==> config.mk <==
export PLATFORM = sky130hd
export DESIGN_NAME = fetch_queue
export DESIGN_NICKNAME = d
export VERILOG_FILES = /design/src/rtl/fetch_queue.sv
export SDC_FILE = /design/constraint.sdc
export NUM_CORES = 1
export LEC_CHECK = 0
export CORE_MARGIN = 2
export CORE_UTILIZATION = 50
export CTS_BUF_LIST = sky130_fd_sc_hd__clkbuf_8
export DETAILED_ROUTE_END_ITERATION = 10
export GPL_ROUTABILITY_DRIVEN = 0
export PLACE_DENSITY = 0.7
export SKIP_CTS_REPAIR_TIMING = 1
export SKIP_LAST_GASP = 1
export SLEW_MARGIN = 20
export SYNTH_ARGS = -nofsm -noshare
export SYNTH_HDL_FRONTEND = slang
export SYNTH_SLANG_ARGS = --single-unit
==> constraint.sdc <==
create_clock -name clk -period 5.7 [get_ports clk]
set_input_delay 0.57 -clock clk [delete_from_list [all_inputs] [get_ports clk]]
set_output_delay 0.57 -clock clk [all_outputs]
set_load 0.01 [all_outputs]
==> src/rtl/fetch_queue.sv <==
// Instruction prefetch queue. It fetches one word per cycle from instruction memory into a
// small FIFO and hands the entries to the IF/ID register. A redirect flushes the queue and restarts the fetch.
module fetch_queue #(
    parameter int          DEPTH    = 4,
    parameter logic [15:0] RESET_PC = 16'h0000,
    parameter int          PC_STEP  = 1
) (
    input  logic                     clk,
    input  logic                     rst,
    output logic [15:0]              imem_addr,
    input  logic [31:0]              imem_data,
    input  logic                     halt,
    input  logic                     redirect,
    input  logic [15:0]              redirect_pc,
    output logic                     out_valid,
    input  logic                     out_ready,
    output logic [31:0]              out_instr,
    output logic [15:0]              out_pc,
    output logic [$clog2(DEPTH):0]   count
);

    localparam int          AW   = $clog2(DEPTH);
    localparam logic [AW:0] FULL = (AW+1)'(DEPTH);
    localparam logic [15:0] STEP = 16'(PC_STEP);

    logic [15:0]   fetchPc;
    logic [AW-1:0] headPtr;
    logic [AW-1:0] tailPtr;
    logic [AW:0]   occupancy;
    logic [31:0]   instrMem [DEPTH];
    logic [15:0]   pcMem    [DEPTH];
    logic          notEmpty;
    logic          push;
    logic          pop;

    assign imem_addr = fetchPc;
    assign count     = occupancy;
    assign notEmpty  = (occupancy != '0);

    // A redirect hides the head in the same cycle so that a stale instruction is never consumed.
    assign out_valid = notEmpty && !redirect;
    assign out_instr = notEmpty ? instrMem[headPtr] : 32'h0;
    assign out_pc    = notEmpty ? pcMem[headPtr]    : 16'h0;

    assign pop  = out_valid && out_ready;
    assign push = !halt && !redirect && ((occupancy < FULL) || pop);

    always_ff @(posedge clk or negedge rst) begin
        if (!rst) begin
            fetchPc   <= RESET_PC;
            headPtr   <= '0;
            tailPtr   <= '0;
            occupancy <= '0;
        end else if (redirect) begin
            fetchPc   <= redirect_pc;
            headPtr   <= '0;
            tailPtr   <= '0;
            occupancy <= '0;
        end else begin
            if (push) begin
                fetchPc <= fetchPc + STEP;
                tailPtr <= tailPtr + 1'b1;
            end
            if (pop) begin
                headPtr <= headPtr + 1'b1;
            end
            case ({push, pop})
                2'b10:   occupancy <= occupancy + 1'b1;
                2'b01:   occupancy <= occupancy - 1'b1;
                default: occupancy <= occupancy;
            endcase
        end
    end

    // Storage carries no reset. Its contents are only visible through the occupancy.
    always_ff @(posedge clk) begin
        if (rst && push) begin
            instrMem[tailPtr] <= imem_data;
            pcMem[tailPtr]    <= fetchPc;
        end
    end

endmodule

==> out/results.ini, run 1 <==
[timing]
skew_ps = 9.919
final-max-slew-violation-count = 0
worstMarginPinSlew_ps = 820.5
grt_setup_unrepaired = no
fin_crit_ps = 3321
slew_headroom = 0.4530
fmax_mhz = 301.1
setup_slack_ps = 2379
hold_violations = 0
whs_ps = 443.6
fin_setup_tns_ps = 0
fin_crit_sh = 0.5826
setup-violations-final = 0

[clock_network]
h-tree-depth = 2
clk_pin_slew_ps = 60
cts_tree = yes
clock-sinks = 215
cts_buffers = 36
clock_latency_ps = 490
root_buffer = clkbuf_8
clock_path_buffers = 3

[place]
io_buffers = 120
place_area_um2 = 10070
pre_cts_ws_ps = 1833
hpwlAfterDp_um = 9966
placedCellCount = 796

[floorplan]
initial_core_util = 0.5063
die_area_um2 = 18400
rows = 48
pin_count = 121
core_area_um2 = 17120
die_w_um = 135.7
die_h_um = 135.7

[route]
drc = 0
viasPerCell = 5.505
wire_per_inst_um = 19.04
totalWireLength_um = 16280
drt_iter0_drc = 314
ant_nets = 0
vias = 4707
drt_first_pass_iters = 4

[layout]
final_cell_mix = edfxtp_1 (192), clkdlybuf4s50_1 (119), mux4_2 (48), and2_1 (48), clkbuf_8 (37)
nNetsFinal = 669
final_area_um2 = 10680
final_common_cell = edfxtp_1
drive_above_1_share = 0.1683
areaGrowthSynthToFinish_pct = 23.29
antenna_cells = 0
post-route-util = 0.6242
final_cells = 855

[synthesis]
synthAdderAreaFrac = 0.009529
synth-simple-area-share = 0.08143
yosys_warnings = 0
synth.distinct_cells = 37
synth_xor_area_frac = 0.01011
synth_ff_type = edfxtp_1
async_flop_share = 0.1070
synthMuxAreaShare = 0.1259
synth_nets = 531
synth_top_family_by_area = multiplexers
syn_avg_cell_area_um2 = 18.36
synth_compound_area_frac = 0.02339
ys_ff_latch = 215
syn_area_um2 = 8666
seq_area_frac_synth = 0.7317
postSynthCellCount = 472
synth_edf_count = 192

[setup_path]
endpoint = out_pc[5]
critPathRequiredTime_ps = 5130
crit_fanout = 29
startpoint = headPtr[0]$_DFFE_PN0P_
arrival_ps = 2750
slowest_delay_ps = 720
cp_top_family = buffers and inverters
reg2regPathDepth = 5
r2r-end = instrMem[1][15]$_DFFE_PP_
crit_path_start_kind = flip-flop
regToRegSetupSlack_ps = 2890
regToRegStartpoint = count[2]$_DFFE_PN0P_
worstSetupEndpointType = output port
cp_cell_sequence = buf_12 > mux4_2 > and2_1 > clkdlybuf4s50_1
critPathKind = reg2out
worstPathBufferInverterCount = 2
cp_slowest_cell = dfrtp_4
crit_cells = 4

[global_routing]
grt_pass1_vias = 4865
overflow = 0
grt_max_degree = 51
grt_pass1_wl_um = 25400
antenna_found_initial = 0
grt_usage = 0.1820

[pwr]
p_per_area_nw_per_um2 = 341.0
total_power_mw = 3.643
ir_drop_mv = 0.1828
cellLeakagePower_nw = 3.503

[job]
maxCapViolations = 0

[min_path]
hold_path.class = in2async

[outcome]
status = finished clean

-- how the worst min path moves through the flow --
| stage | startpoint | endpoint | slack [ps] | cells after the start |
|---|---|---|---|---|
| global placement | headPtr[1]$_DFFE_PN0P_ | headPtr[1]$_DFFE_PN0P_ | 530 | 2 |
| CTS | rst | headPtr[0]$_DFFE_PN0P_ | 430 | 2 |
| floorplan | rst | count[0]$_DFFE_PN0P_ | 270 | 0 |
| global route | rst | imem_addr[2]$_DFFE_PN0P_ | 450 | 2 |
| detailed placement | headPtr[1]$_DFFE_PN0P_ | headPtr[1]$_DFFE_PN0P_ | 530 | 2 |
| finish | rst | headPtr[0]$_DFFE_PN0P_ | 440 | 2 |
-- cells in the mapped netlist, types with 3 or more instances --
master | n | share of area
and2_1 | 52 | 0.038
clkbuf_1 | 13 | 0.0056
o21ai_0 | 16 | 0.0092
nand3_1 | 9 | 0.0052
a31oi_1 | 5 | 0.0036
mux4_2 | 48 | 0.12
nand4_1 | 3 | 0.0022
edfxtp_1 | 192 | 0.67
o211ai_1 | 3 | 0.0026
nor2_1 | 13 | 0.0056
xnor2_1 | 8 | 0.0081
buf_2 | 7 | 0.0040
dfrtp_1 | 23 | 0.066
nor3_1 | 5 | 0.0029
or3_1 | 6 | 0.0043
buf_1 | 4 | 0.0017
or4_1 | 5 | 0.0043
nand2_1 | 19 | 0.0082
a21oi_1 | 5 | 0.0029
inv_1 | 6 | 0.0026
ha_1 | 5 | 0.0072
nand2b_1 | 4 | 0.0029
buf_6 | 3 | 0.0039
-- report_power, final --
part	switching (mW)	internal [mW]
Combinational	0.277	0.384
Clock	0.542	0.596
Sequential	0.0692	1.78
-- kinds of logic after synthesis --
group,count (synthesis)
AOI/OAI and AO/OA,34
muxes,49
buffers and inverters,33
and+or+nand+nor,125
adders and majority gates,6
DFF,215
xor gates and xnor gates,10
-- cell type report --
class,instances,area [um^2]
clock buffers,37,509.2
inverters,6,22.52
clock inverters,21,87.58
fillers,1235,6432
repair buffers,127,1261
flip-flops and latches,215,6346
multi-input cells,224,2176
well taps,225,281.5
-- registers in the layout, indices dropped and copies added, names as in the netlist --
signal,flops
imem_addr,16
count,3
pcMem,64
headPtr,2
tailPtr,2
instrMem,128
-- layer usage --
layer,up-vias,share of wire,track usage
met2,176,0.49,0.2977
met4,0,0.017,0.05845
met5,-,0,0
met3,27,0.062,0.03404
li1,2124,-,-
met1,2380,0.44,0.2511
(Power assumes the default switching activity.)
==> run 2, diff against run 1 <==
--- a/config.mk
+++ b/config.mk
@@ -10,7 +10,7 @@
 export CTS_BUF_LIST = sky130_fd_sc_hd__clkbuf_8
 export DETAILED_ROUTE_END_ITERATION = 10
 export GPL_ROUTABILITY_DRIVEN = 0
-export PLACE_DENSITY = 0.7
+export PLACE_DENSITY = 0.73
 export SKIP_CTS_REPAIR_TIMING = 1
 export SKIP_LAST_GASP = 1
 export SLEW_MARGIN = 20
==> constraint.sdc (replaced) <==
create_clock -name clk -period 2.7 [get_ports clk]
set_input_delay 0.27 -clock clk [delete_from_list [all_inputs] [get_ports clk]]
set_output_delay 0.27 -clock clk [all_outputs]
set_load 0.01 [all_outputs]
==> out/results.ini, run 2 (synthesis results as in run 1) <==
[place]
placedCellCount = 809  ; +1.6%
pre_cts_ws_ps = 230.6  ; -1603 ps
hpwlAfterDp_um = 10370  ; +4.1%
io_buffers = 120  ; unchanged

[outcome]
status = finished with violations
violations = setup timing

[layout]
largest_register_ffs = 128  ; unchanged
final_cells = 873  ; +2.1%
final_common_cell = edfxtp_1
top_register = instrMem
nNetsFinal = 685  ; +2.4%
antenna_cells = 0  ; unchanged
drive_above_1_share = 0.1929  ; +0.02465
fillers = 1229  ; -0.49%
final_cell_mix = edfxtp_1 (192), clkdlybuf4s50_1 (119), mux4_2 (48), and2_1 (48), clkbuf_8 (37)
areaGrowthSynthToFinish_pct = 25.87

[timing]
setup-violations-final = 3  ; +3
slew_headroom = 0.7300  ; +0.2770
fin_crit_sh = 1.006
fin_crit_ps = 2715
grt_setup_unrepaired = yes
hold_violations = 0  ; unchanged
skew_ps = 12.02  ; +2.098 ps
final-max-slew-violation-count = 0  ; unchanged
worstMarginPinSlew_ps = 403.8  ; -416.7 ps
fin_setup_tns_ps = -23.28  ; -23.28 ps
setup_slack_ps = -15.27  ; -2395 ps
fmax_mhz = 368.3

[floorplan]
die_w_um = 135.7  ; unchanged
die_h_um = 135.7  ; unchanged
initial_core_util = 0.5063  ; unchanged
die_area_um2 = 18400  ; unchanged
pin_count = 121  ; unchanged
core_area_um2 = 17120  ; unchanged
rows = 48  ; unchanged

[route]
ant_nets = 0  ; unchanged
drc = 0  ; unchanged
wire_per_inst_um = 19.40  ; +1.9%
drt_first_pass_iters = 4  ; unchanged
vias = 4780  ; +1.6%
drt_iter0_drc = 225  ; -28%
totalWireLength_um = 16940  ; +4.1%
viasPerCell = 5.475  ; -0.54%

[global_routing]
grt_usage = 0.1925  ; +0.01052
grt_max_degree = 51  ; unchanged
antenna_found_initial = 0  ; unchanged
grt_pass1_vias = 5046  ; +3.7%
overflow = 0  ; unchanged
grt_pass1_wl_um = 26630  ; +4.9%

[setup_path]
startpoint = headPtr[0]$_DFFE_PN0P_
worstSetupEndpointType = output port
cp_slowest_cell = mux4_2
critPathKind = reg2out
arrival_ps = 2450  ; -300 ps
cp_cell_sequence = buf_12 > mux4_2 > and2_1 > clkdlybuf4s50_1
slowest_delay_ps = 530  ; -190 ps
regToRegStartpoint = imem_addr[0]$_DFFE_PN0P_
critPathRequiredTime_ps = 2430  ; -2700 ps
worstPathBufferInverterCount = 2  ; unchanged
crit_fanout = 18  ; -38%
cp_top_family = buffers and inverters
crit_path_start_kind = flip-flop

[clock_network]
clock_path_buffers = 3  ; unchanged
root_buffer = clkbuf_8
clock_latency_ps = 510  ; +20 ps
clk_pin_slew_ps = 60  ; about the same
clock-sinks = 215  ; unchanged
cts_tree = yes
cts_buffers = 34  ; -5.6%
h-tree-depth = 2  ; unchanged

[pwr]
total_power_mw = 7.799  ; +110%
cellLeakagePower_nw = 3.627  ; +3.6%
p_per_area_nw_per_um2 = 715.0  ; +110%
ir_drop_mv = 0.2837  ; +55%

[min_path]
hold_path.class = in2async

[job]
maxCapViolations = 0  ; unchanged

run 2: metal layers:
layer	vias to the layer above	GRT usage	part of all wire
met5	-	0	0
met4	0	0.07060	0.018
met3	31	0.04265	0.060
li1	2164	-	-
met2	177	0.3092	0.49
met1	2408	0.2621	0.43
run 2: layout make-up:
cell class                      count  area [um^2]  share of cell area
Clock inverter                     21        86.33            0.007915
Tap cell                          225        281.5             0.02581
Inverter                            6        22.52            0.002065
Timing Repair Buffer              145         1483              0.1359
Sequential cell                   215         6350              0.5821
Multi-Input combinational cell    224         2176              0.1995
Clock buffer                       37        509.2             0.04668
run 2: final timing paths:
kind / end / slack (ps) / cells after the start
setup reg to reg: imem_addr[10]$_DFFE_PN0P_ / 490 / 5
min in group clk: imem_addr[5]$_DFFE_PN0P_ / 330 / 3
hold reg to reg: count[2]$_DFFE_PN0P_ / 600 / 2
setup / recovery: out_instr[30] / -20 / 4
hold / removal: imem_addr[5]$_DFFE_PN0P_ / 160 / 2
max in group asynchronous: headPtr[0]$_DFFE_PN0P_ / 2280 / 2
run 2: worst register-to-register path, stage by stage (launching register included):
cell	delay, ps
dfrtp_1	510
ha_1	220
nand3_1	130
or4_1	650
or4_1	530
nand3_1	100
run 2: stage by stage:
stage          instance area, um^2  hold WS (ps)    util
2_1_floorplan                 8671        -25.59       -
3_3_place_gp                 10240         582.6  0.5985
3_5_place_dp                 10240         597.3  0.5985
4_1_cts                      10840         130.7  0.6333
5_1_grt                      10910         166.3  0.6373
6_report                     10910         157.8  0.6373
run 2: report_power, final:
| part | total [mW] | internal (mW) | switching [mW] |
|---|---|---|---|
| clock network | 2.42 | 1.26 | 1.16 |
| registers | 3.86 | 3.75 | 0.111 |
| logic | 1.52 | 0.885 | 0.636 |
| total | 7.80 | 5.89 | 1.91 |
